<file path="src/rtl/dmem_pkg.sv">
// rtl/dmem_pkg.sv - shared size codes, FSM states and byte-mask helper for the data RAM controller
package dmem_pkg;

    localparam logic [1:0] SIZE_B = 2'b00;
    localparam logic [1:0] SIZE_H = 2'b01;
    localparam logic [1:0] SIZE_W = 2'b10;

    typedef enum logic [2:0] {
        IDLE    = 3'd0,
        RD_WAIT = 3'd1,
        ST_HI   = 3'd2,
        LD_LO   = 3'd3,
        LD_HI   = 3'd4
    } state_e;

    function automatic logic [3:0] size_mask(input logic [1:0] size);
        case (size)
            SIZE_B:  return 4'b0001;
            SIZE_H:  return 4'b0011;
            SIZE_W:  return 4'b1111;
            default: return 4'b0000;
        endcase
    endfunction

endpackage

</file>
<file path="src/rtl/dmem_align.sv">
// rtl/dmem_align.sv - store lane shift / byte enables and load extract / extend over a two-word window
module dmem_align
    import dmem_pkg::*;
(
    input  logic [1:0]  size_i,
    input  logic [1:0]  lane_i,
    input  logic        unsigned_i,
    input  logic [31:0] wdata_i,
    input  logic [63:0] rdata_i,
    output logic [31:0] wr_lo_o,
    output logic [31:0] wr_hi_o,
    output logic [3:0]  be_lo_o,
    output logic [3:0]  be_hi_o,
    output logic [31:0] rd_ext_o
);

    logic [31:0] rep;
    logic [63:0] wshift;
    logic [7:0]  be8;
    logic [31:0] rsh;

    always_comb begin
        case (size_i)
            SIZE_B:  rep = {4{wdata_i[7:0]}};
            SIZE_H:  rep = {2{wdata_i[15:0]}};
            default: rep = wdata_i;
        endcase
    end

    // Shifting across 64 bits puts the spill-over bytes of a word-crossing access in the upper word.
    assign wshift  = {32'd0, rep} << {lane_i, 3'b000};
    assign be8     = {4'd0, size_mask(size_i)} << lane_i;
    assign wr_lo_o = wshift[31:0];
    assign wr_hi_o = wshift[63:32];
    assign be_lo_o = be8[3:0];
    assign be_hi_o = be8[7:4];

    assign rsh = 32'(rdata_i >> {lane_i, 3'b000});

    always_comb begin
        case (size_i)
            SIZE_B:  rd_ext_o = unsigned_i ? {24'd0, rsh[7:0]}   : {{24{rsh[7]}}, rsh[7:0]};
            SIZE_H:  rd_ext_o = unsigned_i ? {16'd0, rsh[15:0]}  : {{16{rsh[15]}}, rsh[15:0]};
            SIZE_W:  rd_ext_o = rsh;
            default: rd_ext_o = 32'd0;
        endcase
    end

endmodule

</file>
<file path="src/rtl/dmem_lsu_ctrl.sv">
// rtl/dmem_lsu_ctrl.sv - data RAM load/store controller; define DMEM_MISALIGN_SPLIT_EN to split word-crossing accesses
module dmem_lsu_ctrl
    import dmem_pkg::*;
#(
    parameter int          ADDR_WIDTH = 13,
    parameter logic [31:0] BASE_ADDR  = 32'h0000_0000
) (
    input  logic                  clk,
    input  logic                  rst_n,
    input  logic                  req_valid,
    output logic                  req_ready,
    input  logic                  req_we,
    input  logic [1:0]            req_size,
    input  logic                  req_unsigned,
    input  logic [31:0]           req_addr,
    input  logic [31:0]           req_wdata,
    output logic                  rsp_valid,
    output logic                  rsp_err,
    output logic [31:0]           rsp_rdata,
    output logic [ADDR_WIDTH-1:0] ram_addr,
    output logic [31:0]           ram_wr_data,
    output logic                  ram_wr_en,
    output logic [3:0]            ram_wr_byte_en,
    input  logic [31:0]           ram_rd_data
);

    state_e                state_q;
    logic [1:0]            size_q;
    logic [1:0]            lane_q;
    logic                  uns_q;
    logic [ADDR_WIDTH-1:0] addr_hi_q;
    logic [31:0]           wdata_hi_q;
    logic [3:0]            be_hi_q;
    logic [31:0]           lo_q;
    logic                  rsp_valid_q;
    logic                  rsp_err_q;
    logic [31:0]           rsp_rdata_q;

    logic [31:0]           off;
    logic [1:0]            lane;
    logic [ADDR_WIDTH-1:0] word;
    logic                  range_err;
    logic                  illegal;
    logic                  err;
    logic                  split;

    assign off       = req_addr - BASE_ADDR;
    assign lane      = off[1:0];
    assign word      = off[ADDR_WIDTH+1:2];
    assign range_err = (req_addr < BASE_ADDR) || ((off >> (ADDR_WIDTH + 2)) != 32'd0);
    assign illegal   = (req_size == 2'b11);

`ifdef DMEM_MISALIGN_SPLIT_EN
    logic spans;
    assign spans = ((req_size == SIZE_H) && (lane == 2'd3)) ||
                   ((req_size == SIZE_W) && (lane != 2'd0));
    // A crossing access whose second word would fall off the RAM is refused before touching either word.
    assign err   = range_err || illegal || (spans && (&word));
    assign split = spans && !err;
`else
    logic misal;
    assign misal = ((req_size == SIZE_H) && lane[0]) ||
                   ((req_size == SIZE_W) && (lane != 2'd0));
    assign err   = range_err || illegal || misal;
    assign split = 1'b0;
`endif

    logic        idle;
    logic [1:0]  a_size;
    logic [1:0]  a_lane;
    logic        a_uns;
    logic [63:0] a_rdata;
    logic [31:0] wr_lo;
    logic [31:0] wr_hi;
    logic [3:0]  be_lo;
    logic [3:0]  be_hi;
    logic [31:0] rd_ext;

    assign idle    = (state_q == IDLE);
    assign a_size  = idle ? req_size : size_q;
    assign a_lane  = idle ? lane : lane_q;
    assign a_uns   = idle ? req_unsigned : uns_q;
    assign a_rdata = (state_q == LD_HI) ? {ram_rd_data, lo_q} : {32'd0, ram_rd_data};

    dmem_align u_align (
        .size_i     (a_size),
        .lane_i     (a_lane),
        .unsigned_i (a_uns),
        .wdata_i    (req_wdata),
        .rdata_i    (a_rdata),
        .wr_lo_o    (wr_lo),
        .wr_hi_o    (wr_hi),
        .be_lo_o    (be_lo),
        .be_hi_o    (be_hi),
        .rd_ext_o   (rd_ext)
    );

    // The RAM samples its port at the acceptance edge, so the IDLE drive comes straight from the request.
    always_comb begin
        ram_addr       = '0;
        ram_wr_data    = 32'd0;
        ram_wr_en      = 1'b0;
        ram_wr_byte_en = 4'd0;
        case (state_q)
            IDLE: begin
                if (req_valid && !err) begin
                    ram_addr = word;
                    if (req_we) begin
                        ram_wr_en      = 1'b1;
                        ram_wr_byte_en = be_lo;
                        ram_wr_data    = wr_lo;
                    end
                end
            end
            ST_HI: begin
                ram_addr       = addr_hi_q;
                ram_wr_en      = 1'b1;
                ram_wr_byte_en = be_hi_q;
                ram_wr_data    = wdata_hi_q;
            end
            LD_LO:   ram_addr = addr_hi_q;
            default: ram_addr = '0;
        endcase
    end

    always_ff @(posedge clk or negedge rst_n) begin
        if (!rst_n) begin
            state_q     <= IDLE;
            size_q      <= SIZE_B;
            lane_q      <= 2'd0;
            uns_q       <= 1'b0;
            addr_hi_q   <= '0;
            wdata_hi_q  <= 32'd0;
            be_hi_q     <= 4'd0;
            lo_q        <= 32'd0;
            rsp_valid_q <= 1'b0;
            rsp_err_q   <= 1'b0;
            rsp_rdata_q <= 32'd0;
        end else begin
            rsp_valid_q <= 1'b0;
            rsp_err_q   <= 1'b0;
            rsp_rdata_q <= 32'd0;
            case (state_q)
                IDLE: begin
                    if (req_valid) begin
                        size_q     <= req_size;
                        lane_q     <= lane;
                        uns_q      <= req_unsigned;
                        addr_hi_q  <= word + ADDR_WIDTH'(1);
                        wdata_hi_q <= wr_hi;
                        be_hi_q    <= be_hi;
                        if (err) begin
                            rsp_valid_q <= 1'b1;
                            rsp_err_q   <= 1'b1;
                        end else if (split) begin
                            state_q <= req_we ? ST_HI : LD_LO;
                        end else if (req_we) begin
                            rsp_valid_q <= 1'b1;
                        end else begin
                            state_q <= RD_WAIT;
                        end
                    end
                end
                RD_WAIT: begin
                    rsp_valid_q <= 1'b1;
                    rsp_rdata_q <= rd_ext;
                    state_q     <= IDLE;
                end
                ST_HI: begin
                    rsp_valid_q <= 1'b1;
                    state_q     <= IDLE;
                end
                LD_LO: begin
                    lo_q    <= ram_rd_data;
                    state_q <= LD_HI;
                end
                LD_HI: begin
                    rsp_valid_q <= 1'b1;
                    rsp_rdata_q <= rd_ext;
                    state_q     <= IDLE;
                end
                default: state_q <= IDLE;
            endcase
        end
    end

    assign req_ready = idle;
    assign rsp_valid = rsp_valid_q;
    assign rsp_err   = rsp_err_q;
    assign rsp_rdata = rsp_rdata_q;

endmodule

</file>
<file path="config.mk">
export PLATFORM = sky130hd
export DESIGN_NAME = dmem_lsu_ctrl
export DESIGN_NICKNAME = d
export VERILOG_FILES = /design/src/rtl/dmem_pkg.sv /design/src/rtl/dmem_align.sv /design/src/rtl/dmem_lsu_ctrl.sv
export SDC_FILE = /design/constraint.sdc
export NUM_CORES = 1
export LEC_CHECK = 0
export CAP_MARGIN = 15
export CORE_MARGIN = 5
export CORE_UTILIZATION = 29
export CTS_CLUSTER_SIZE = 40
export DETAILED_ROUTE_END_ITERATION = 10
export GPL_ROUTABILITY_DRIVEN = 0
export GPL_TIMING_DRIVEN = 0
export HOLD_SLACK_MARGIN = 0.08
export SLEW_MARGIN = 20
export SYNTH_ARGS = -nofsm -noshare
export SYNTH_HDL_FRONTEND = slang
export SYNTH_SLANG_ARGS = --single-unit
</file>
<file path="constraint.sdc">
create_clock -name clk -period 2.8 [get_ports clk]
set_input_delay 0.28 -clock clk [delete_from_list [all_inputs] [get_ports clk]]
set_output_delay 0.28 -clock clk [all_outputs]
set_load 0.01 [all_outputs]
</file>
### Word-level counts from Yosys, hierarchy flattened

Cells that the tools add are included.

| cells by class | value |
|---|---|
| $add $sub $neg | 1 |
| order comparisons | 1 |
| eq/ne operators | 12 |
| shift-type cells | 3 |
| mux-type cells | 31 |
| reduce and logical (&&, ||, !) cells | 17 |

Operators by type and width:

| cell | count |
|---|---|
| 32-bit two-way mux | 5 |
| 32-bit case mux with 2 select lines | 2 |
| 32-bit case mux with 3 select lines | 1 |
| 64-bit two-way mux | 1 |
| 32-bit by 5-bit left shift with 64-bit output | 1 |
| 64-bit by 5-bit >> shifter with 32-bit output | 1 |
| 32-bit by 1-bit < comparator with 1-bit output, second input constant | 1 |
| 32-bit nonzero test | 1 |
| 13-bit case mux with 2 select lines | 1 |
| 13-bit by 1-bit adder with 13-bit output, second input constant | 1 |
| 13-bit two-way mux | 1 |
| 4-bit case mux with 3 select lines | 1 |
| 3-bit two-way mux | 3 |
| 1-bit two-way mux | 8 |
| 4-bit two-way mux | 2 |
| 4-bit case mux with 2 select lines | 1 |
| 4-bit by 2-bit left shift with 8-bit output | 1 |
| 2-bit == test, second input constant | 3 |
| 3-bit by 2-bit == test with 1-bit output, second input constant | 2 |
| 2-bit != test, second input constant | 3 |
| 3-bit case mux with 2 select lines | 1 |
| 2-bit by 1-bit == test with 1-bit output, second input constant | 2 |
| 1-bit logical OR | 4 |
| 2-bit two-way mux | 2 |
| 12 further kinds | 16 |

| word-level totals | value |
|---|---|
| register bits | 123 |
| input port bits | 103 |
| output and inout port bits | 85 |

### Logic depth before layout (Yosys ltp)

Gate-level depths: netlist of run 1.

| depth | value |
|---|---|
| word-level depth | 8 |
| mapped depth | 11 |

### Modules after synthesis

From an unflattened synthesis of run 1, not the netlist that was laid out.

| second synthesis, totals | value |
|---|---|
| cells, all modules | 614 |
| area total of the unflattened synthesis | 5149.9 um^2 |

By module, submodules not included:

| module | times used | cells each | area each (um^2) | seq. area each (um^2) |
|---|---|---|---|---|
| dmem_align | 1 | 394 | 2755.1 | 0.0 |
| dmem_lsu_ctrl | 1 | 220 | 2394.8 | 1001.0 |

### Worst setup path before layout of run 1

Ideal clock, no wire load.

| timing | value |
|---|---|
| path kind | register to output |
| start point | register state_q[0] |
| end point | output ram_wr_data[16] |
| arrival time | 2375 ps |
| path slack | 145 ps |
| stages on the path, launching flop included | 11 |
| cell sequence | dfrtp_1 > buf_6 > mux2i_1 > inv_1 > ha_1 > clkbuf_1 > nor2_1 > nand2_1 > mux2i_1 > o22a_1 > nor2_1 |

| between the ends | value |
|---|---|
| word-level cells in the longest chain between the ends | 8 |
| elaborated cells on any way between the ends | 11 |
| those cells by class | eq/ne: 2; shift: 1; mux: 6; reduce/logical: 2 |

Ends and longest elaborated chain:

| what | RTL line | source |
|---|---|---|
| start: declaration | dmem_lsu_ctrl.sv:27 | `state_e state_q;` |
| start signal: assignment | dmem_lsu_ctrl.sv:156 | `state_q <= req_we ? ST_HI : LD_LO;` |
| 3-bit logical NOT | dmem_lsu_ctrl.sv:79, dmem_lsu_ctrl.sv:104 |  |
| 2-bit two-way mux | dmem_lsu_ctrl.sv:80 | `assign a_size = idle ? req_size : size_q;` |
| 2-bit by 1-bit == test with 1-bit output / 2-bit logical NOT (equally long branches) | dmem_align.sv:23 | `case (size_i)` |
| 32-bit case mux with 2 select lines | dmem_align.sv:23 |  |
| 32-bit by 5-bit left shift with 64-bit output | dmem_align.sv:31 | `assign wshift = {32'd0, rep} << {lane_i, 3'b000};` |
| 32-bit two-way mux | dmem_lsu_ctrl.sv:108 | `if (req_we) begin` |
| 32-bit two-way mux | dmem_lsu_ctrl.sv:106 | `if (req_valid && !err) begin` |
| 32-bit case mux with 2 select lines * | dmem_lsu_ctrl.sv:104 | `case (state_q)` |
| end: declaration | dmem_lsu_ctrl.sv:21 | `output logic [31:0] ram_wr_data,` |

Mark *: on every way between the ends. The rest lies on a longest branch, timed or not.

### Final worst setup path of run 1

| timing | value |
|---|---|
| start point | register state_q[0] |
| end point | output ram_wr_data[26] |

Same word-level chain as after synthesis.

==> results of run 1 <==
-- logic make-up (layout without fill, tap and decap cells) --
kind of cell,count (synthesis),after routing,synth area share [%]
flops,40,40,32.00
mux,38,38,12.80
fa+ha+maj,5,5,2.000
buf+inv,39,258,6.040
compound gates,119,119,26.16
simple gates,147,147,21.00
-- timing repair --
item,CTS,global route
gates cloned,0,2
buffers inserted,11,12
setup endpoints to repair,55,39
endpoints found under the hold margin,21,0
resized for setup,118,58
pin swaps,9,12
hold buffers,1,0
-- through the flow --
| stage | std cells | power, mW |
|---|---|---|
| after floorplan | 388 | 0.8093 |
| after global placement | 715 | 1.047 |
| final | 747 | 1.640 |
| after global routing | 747 | 1.710 |
| after detailed placement | 716 | 1.056 |
| after CTS | 733 | 1.613 |
-- state kept, by name (all words and copies together), names as in the netlist --
signal and cells:
lane_q 2, rsp_err 1, rsp_rdata 32, rsp_valid 1, size_q 2, state_q 1, uns_q 1
-- cells in the mapped netlist --
| cell | n | share of area (%) |
|---|---|---|
| sky130_fd_sc_hd__dfrtp_1 | 40 | 32 |
| sky130_fd_sc_hd__a21oi_1 | 41 | 6.6 |
| sky130_fd_sc_hd__a32oi_4 | 1 | 0.88 |
| sky130_fd_sc_hd__nand2_2 | 1 | 0.20 |
| sky130_fd_sc_hd__inv_1 | 5 | 0.60 |
| sky130_fd_sc_hd__nor4_4 | 1 | 0.68 |
| sky130_fd_sc_hd__buf_4 | 1 | 0.24 |
| sky130_fd_sc_hd__mux2i_1 | 30 | 9.6 |
| sky130_fd_sc_hd__or2_2 | 1 | 0.20 |
| sky130_fd_sc_hd__o21bai_1 | 1 | 0.24 |
| sky130_fd_sc_hd__or3_1 | 2 | 0.40 |
| sky130_fd_sc_hd__mux2i_2 | 1 | 0.44 |
| sky130_fd_sc_hd__nor2_2 | 1 | 0.20 |
| sky130_fd_sc_hd__buf_1 | 4 | 0.48 |
| sky130_fd_sc_hd__a22o_1 | 8 | 2.2 |
| sky130_fd_sc_hd__o21ai_0 | 13 | 2.1 |
| sky130_fd_sc_hd__mux2_2 | 5 | 1.8 |
| sky130_fd_sc_hd__nor4_1 | 3 | 0.60 |
| sky130_fd_sc_hd__and2_1 | 15 | 3.0 |
| sky130_fd_sc_hd__buf_6 | 4 | 1.4 |
| sky130_fd_sc_hd__o22a_1 | 8 | 2.2 |
| sky130_fd_sc_hd__a22oi_1 | 9 | 2.2 |
| sky130_fd_sc_hd__nor3b_1 | 1 | 0.24 |
| sky130_fd_sc_hd__o2bb2ai_1 | 8 | 2.2 |
| sky130_fd_sc_hd__ha_1 | 5 | 2.0 |
| sky130_fd_sc_hd__nor2b_1 | 2 | 0.40 |
| sky130_fd_sc_hd__nand2b_1 | 3 | 0.60 |
| sky130_fd_sc_hd__buf_2 | 7 | 1.1 |
| sky130_fd_sc_hd__nor2_1 | 43 | 5.2 |
| sky130_fd_sc_hd__a311oi_1 | 8 | 2.2 |
| sky130_fd_sc_hd__clkbuf_1 | 18 | 2.2 |
| sky130_fd_sc_hd__nand2_1 | 69 | 8.3 |
| sky130_fd_sc_hd__and3_1 | 1 | 0.20 |
| sky130_fd_sc_hd__a211oi_1 | 22 | 5.3 |
| sky130_fd_sc_hd__nand3_2 | 1 | 0.32 |
| sky130_fd_sc_hd__mux2_4 | 2 | 0.96 |
| sky130_fd_sc_hd__nor3_1 | 2 | 0.32 |
| sky130_fd_sc_hd__nand4_1 | 1 | 0.20 |
-- worst min path at each step --
stage	end	cells after the start	from	slack (ns)
floorplan	lane_q[0]	0	rst_n	-0.02
global placement	uns_q	1	uns_q	0.49
detailed placement	rsp_rdata[17]	1	rst_n	0.28
CTS	rsp_rdata[17]	2	rst_n	0.51
global route	uns_q	1	uns_q	0.54
finish	rsp_rdata[27]	2	rst_n	0.51
-- final cells by class --
cell class / instances / area, um2 / area share (%)
Tap cell: 140 / 175.2 / 3.038
Clock buffer: 6 / 82.58 / 1.432
Multi-Input combinational cell: 309 / 2152 / 37.33
Buffer: 31 / 247.7 / 4.297
Sequential cell: 40 / 1001 / 17.36
Inverter: 5 / 18.77 / 0.3255
Timing Repair Buffer: 214 / 2049 / 35.55
Clock inverter: 2 / 38.79 / 0.6727
-- metal layers --
metal	vias to the layer above	wire length, um	global-route usage [%]
met5	-	0	0
met4	0	238	3.563
met3	21	1514	6.048
met2	249	7055	37.06
met1	1820	5731	26.08
li1	1829	-	-
-- power by group through the flow --
stage | clock network [mW] | logic [mW] | registers, mW
6_report | 0.507 | 0.541 | 0.592
5_1_grt | 0.542 | 0.575 | 0.593
4_1_cts | 0.518 | 0.503 | 0.592
3_5_place_dp | 0 | 0.454 | 0.602
3_3_place_gp | 0 | 0.445 | 0.601
2_1_floorplan | 0 | 0.208 | 0.602
-- worst max-delay path, delay by kind of cell (launching register included) --
family                   cells  cell delay (ns)
buffers and inverters        6             0.70
flip-flops                   1             0.37
AO/OA/AOI/OAI                2             0.37
AND/OR/NAND/NOR              3             0.34
multiplexers                 1             0.25
adder cells (fa/ha/maj)      1             0.17
==> out/results.ini, run 1 <==
[status]
result_of_the_run=completed

[cts]
cts.root.buffer_cell=sky130_fd_sc_hd__clkbuf_8
clock_sink_count=40
h_tree_level_count=2
cts_inserted_buffers=5
worst_skew_pair_latency_ns=0.30
max-clock-path-buffers=2
cts_tree=yes
cts.reportedPaths.clkPinSlew_ns=0.09

[pwr]
total_leakage_power_nw=2.621
share_clk_of_total_power_pct=30.9
ir_worst_vdd_uv=152.4
switching_share_pct=29.24
p_int_mw=1.161
power.share.combinational_pct=33.0
power.sequential.fraction_pct=36.1
p_switching_mw=0.4797
power_density_nw_per_um2=284.5

[detailed_routing]
drtAntennaViolNets=0
detail_route.wl_per_cell_um=19.47
drt_pass1_iterations=5
route.detailed.drc=0
num_vias=3919
detailedRoute.firstIterationViolations=334
postRouteWirelength_um=14540
avgViaCountPerCell=5.246

[worst_setup_path]
path_cells=buf_6, mux2i_4, inv_2, ha_4, buf_8, nor2_4, buf_6, buf_6, nand2_2, a311oi_2, a21oi_2, nor2_1, buf_2
cp.required_ns=2.52
critical_path_arrival_ns=2.50
r2r_end=rsp_rdata[0]
timing.critical_path.mode_cell=sky130_fd_sc_hd__buf_6
worstSetupEndpointType=output pin
critical_path_class=flip-flop to output pin
worst_reg2reg_path_depth=10
crit_path_max_fanout=5
critical_path_source=state_q[0]
timing.critical_path.to=ram_wr_data[26]
cpMaxStageDelayCell=sky130_fd_sc_hd__dfrtp_1
delay_of_the_slowest_cell_on_the_worst_path_ns=0.37
setup.worst_path.start_class=flip-flop
setup.reg_to_reg.worst_slack_ns=0.34
worst_r2r_startpoint=state_q[0]

[die]
core_um2=10700
site_row_count=38
boundaryPins=188
dieArea_um2=12960
initial_utilization_pct=29.24
dieHeight_um=113.9
die_w_um=113.9

[cells_and_area]
fillers=1029
finish.utilization_pct=53.89
antenna_cells=0
mostFrequentLayoutCells=sky130_fd_sc_hd__clkdlybuf4s50_1, sky130_fd_sc_hd__nand2_1, sky130_fd_sc_hd__nor2_1, sky130_fd_sc_hd__dfrtp_1, sky130_fd_sc_hd__a21oi_1
area_growth_syn_to_layout_pct=84.32
post_route_cells_drive_above_1_share_pct=20.10
layout_commonest_cell=sky130_fd_sc_hd__clkdlybuf4s50_1
num-nets-final=714
final_cell_area_um2=5766

[timing]
final_min_period_ns=2.784
rsz0062_at_grt=true
slew-limit-headroom_pct=53.68
max_clock_freq_ghz=0.3592
layout_worst_path_cycle_share_pct=99.42
summed_negative_setup_slack_over_all_endpoints_ns=0
transition_time_at_the_pin_with_the_least_slew_margin_ns=0.6948
final.setup_skew_ns=0.007013
setup_slack_ns=0.01616
finalSetupViolCount=0
finalHoldWorstSlack_ns=0.5068
number_of_failing_hold_endpoints_at_the_final_stage=0
finalMaxSlewViolations=0

[place]
place_hpwl_um=10880
detailedPlace.worstSlack_ns=-1.192
placement.cell_area_um2=5197
place.port_buffers=187

[yosys]
synth.lib_cells_used.distinct=38
sequential_fraction_of_the_synthesis_area_pct=32.00
number_of_nets_in_the_synthesized_netlist=496
syn-instance-count=388
ys_ff_latch=40
postSynthAreaPerCell_um2=8.062
netlist_area_pre_place_um2=3128
yosys_synthesis_warning_count=0

[grt]
track_usage_pct=21.10
initial_antenna_violation_count=0
grt_pass1_wl_um=21590
grt_start_max_net_pins=23
grt_pass1_vias=4070
global_route.overflow_total=0

[job]
max_cap_violations=0

[min_path]
timing.hold.worst.class=primary input to async pin

Note: power is estimated with default switching activity, not from simulation.
==> inputs of run 2 (changes only) <==
- CORE_UTILIZATION: 29 -> 38
- PLACE_DENSITY: unset -> 0.81
- SLEW_MARGIN: 20 -> unset
==> run 2 against run 1 <==
Against the previous run:
- flip-flop and latch count did not move
- sequential power barely moved
- the run now ends with negative setup slack left
- final area shrank 1.6%
- maximum frequency shrank 1.4%
- critical path type unchanged
==> out/results.ini, run 2 (synthesis results as in run 1) <==
[cells_and_area]
post_route_cells_drive_above_1_share_pct=19.64  ; -0.46 points
area_growth_syn_to_layout_pct=81.40
layout.cells.non_filler=711  ; -4.8%
antenna_cells=0  ; unchanged
mostFrequentLayoutCells=sky130_fd_sc_hd__clkdlybuf4s50_1, sky130_fd_sc_hd__nand2_1, sky130_fd_sc_hd__nor2_1, sky130_fd_sc_hd__dfrtp_1, sky130_fd_sc_hd__a21oi_1
largest_register_ffs=32  ; unchanged
num-nets-final=713  ; -0.14%
layout_commonest_cell=sky130_fd_sc_hd__clkdlybuf4s50_1

[place]
dp.cells=680  ; -5.0%
detailedPlace.worstSlack_ns=-1.301  ; -0.1087 ns
place.port_buffers=187  ; unchanged
place_hpwl_um=10290  ; -5.4%

[detailed_routing]
detailedRoute.firstIterationViolations=299  ; -10%
detail_route.wl_per_cell_um=20.07  ; +3.1%
route.detailed.drc=0  ; unchanged
num_vias=4142  ; +5.7%
avgViaCountPerCell=5.826  ; +11%
drtAntennaViolNets=0  ; unchanged
postRouteWirelength_um=14270  ; -1.9%
drt_pass1_iterations=6  ; +1

[worst_setup_path]
cp.required_ns=2.52  ; about the same
critical_path_arrival_ns=2.54  ; +0.04 ns
r2r_end=rsp_rdata[1]
critical_path_class=flip-flop to output pin
setup.reg_to_reg.worst_slack_ns=0.16  ; -0.18 ns
crit_path_max_fanout=6  ; +1
worst_reg2reg_path_depth=8  ; -2
worst_r2r_startpoint=state_q[0]
worstSetupEndpointType=output pin
critical_path_source=state_q[0]
setup.worst_path.start_class=flip-flop

[timing]
setup_slack_ns=-0.02408  ; -0.04024 ns
finalMaxSlewViolations=0  ; unchanged
finalSetupViolCount=5  ; +5
final_min_period_ns=2.824  ; +0.04024 ns
number_of_failing_hold_endpoints_at_the_final_stage=0  ; unchanged
layout_worst_path_cycle_share_pct=100.9  ; +1.4 points
summed_negative_setup_slack_over_all_endpoints_ns=-0.07486  ; -0.07486 ns
final.setup_skew_ns=0.007693  ; +0.0006799 ns
transition_time_at_the_pin_with_the_least_slew_margin_ns=0.8650  ; +0.1702 ns
rsz0062_at_grt=true
max_clock_freq_ghz=0.3541  ; -1.4%
slew-limit-headroom_pct=42.34  ; -11 points

[pwr]
power_density_nw_per_um2=290.6  ; +2.1%
switching_share_pct=29.51  ; +0.26 points
share_clk_of_total_power_pct=31.1  ; +0.2 points
power.share.combinational_pct=33.0  ; about the same
total_leakage_power_nw=2.544  ; -2.9%
ir_worst_vdd_uv=235.8  ; +55%
power.sequential.fraction_pct=35.9  ; -0.2 points
design_power_total_mw=1.649  ; +0.52%
p_int_mw=1.162  ; +0.15%
p_switching_mw=0.4866  ; +1.4%

[cts]
worst_skew_pair_latency_ns=0.30  ; about the same
h_tree_level_count=2  ; unchanged
clock_sink_count=40  ; unchanged
cts.root.buffer_cell=sky130_fd_sc_hd__clkbuf_8
cts_tree=yes
cts.reportedPaths.clkPinSlew_ns=0.09  ; about the same
max-clock-path-buffers=2  ; unchanged
cts_inserted_buffers=5  ; unchanged
cts_hold_repair.buffers=0  ; -1

[grt]
track_usage_pct=26.59  ; +5.5 points
grt_start_max_net_pins=41  ; +78%
initial_antenna_violation_count=0  ; unchanged
global_route.overflow_total=0  ; unchanged
grt_pass1_wl_um=21130  ; -2.1%
grt_pass1_vias=4128  ; +1.4%

[die]
site_row_count=33  ; -13%
dieHeight_um=100.7  ; -12%
die_w_um=100.7  ; -12%
dieArea_um2=10150  ; -22%
initial_utilization_pct=38.46  ; +9.2 points
core_um2=8134  ; -24%
boundaryPins=188  ; unchanged

[status]
result_of_the_run=finished, violations left
violated_checks=negative setup slack

[min_path]
timing.hold.worst.class=primary input to async pin

[job]
max_cap_violations=0  ; unchanged

==> run 2: changes by cell type in the layout (fill, tap and decap cells not counted), sizes merged <==
cell	before	now
dlygate4sd3	1	0
clkdlybuf4s50	149	147
clkdlybuf4s15	1	0
dlymetal6s2s	10	4
buf	60	59
clkbuf	21	23
dlygate4sd2	9	17
==> run 2: layout make-up <==
type / instances / area (um2)
Clock inverter: 2 / 38.79
Buffer: 32 / 271.5
Inverter: 5 / 18.77
Fill cell: 676 / 2460
Tap cell: 105 / 131.4
Multi-Input combinational cell: 309 / 2130
Timing Repair Buffer: 212 / 2001
Sequential cell: 40 / 1001
Clock buffer: 6 / 82.58
==> run 2: routing by layer <==
metal / wire length (um) / vias to the layer above / track usage (%)
met2: 6850 / 358 / 45.92
met5: 0 / - / 0
met4: 505 / 0 / 10.16
li1: - / 1828 / -
met3: 1753 / 60 / 6.782
met1: 5159 / 1896 / 31.54
==> run 2: power by group through the flow <==
stage,clock [mW],combinational (mW),sequential (mW)
2_1_floorplan,0,0.208,0.602
3_3_place_gp,0,0.436,0.601
3_5_place_dp,0,0.445,0.602
4_1_cts,0.513,0.505,0.592
5_1_grt,0.537,0.573,0.594
6_report,0.513,0.544,0.592
==> run 2: worst max-delay path, cell delays in order, from the launching register on <==
cell and delay [ns]:
sky130_fd_sc_hd__dfrtp_1 0.36, sky130_fd_sc_hd__buf_6 0.14, sky130_fd_sc_hd__mux2i_4 0.26, sky130_fd_sc_hd__inv_2 0.08, sky130_fd_sc_hd__ha_4 0.17, sky130_fd_sc_hd__clkbuf_16 0.15, sky130_fd_sc_hd__nor2_4 0.18, sky130_fd_sc_hd__buf_6 0.17
sky130_fd_sc_hd__buf_6 0.11, sky130_fd_sc_hd__a211oi_1 0.07, sky130_fd_sc_hd__a311oi_1 0.24, sky130_fd_sc_hd__a21oi_1 0.07, sky130_fd_sc_hd__nor2_1 0.09, sky130_fd_sc_hd__buf_2 0.14
==> run 2: through the flow <==
stage / cell area, um2 / hold WS [ns] / utilization (%)
detailed placement: 5126 / 0.4418 / 63.02
finish: 5674 / 0.08867 / 69.76
global placement: 5131 / 0.4883 / 63.08
floorplan: 3128 / -0.01559 / -
CTS: 5559 / 0.1194 / 68.34
global route: 5674 / 0.1849 / 69.76
==> run 2: how the worst max path moves through the flow <==
stage               depth (start not counted)         endpoint  slack [ns]
floorplan                                  10  ram_wr_data[16]        0.14
global placement                           11  ram_wr_data[17]       -1.19
detailed placement                         11  ram_wr_data[16]       -1.30
CTS                                        13  ram_wr_data[24]       -0.05
global route                               13  ram_wr_data[28]       -0.14
finish                                     13  ram_wr_data[31]       -0.02
==> run 2: repair_timing <==
item / 4_1_cts / 5_1_grt
endpoints found under the setup margin: 55 / 33
pin swaps: 15 / 16
buffers inserted: 15 / 10
gates resized for setup: 140 / 41
cloned: 1 / 0
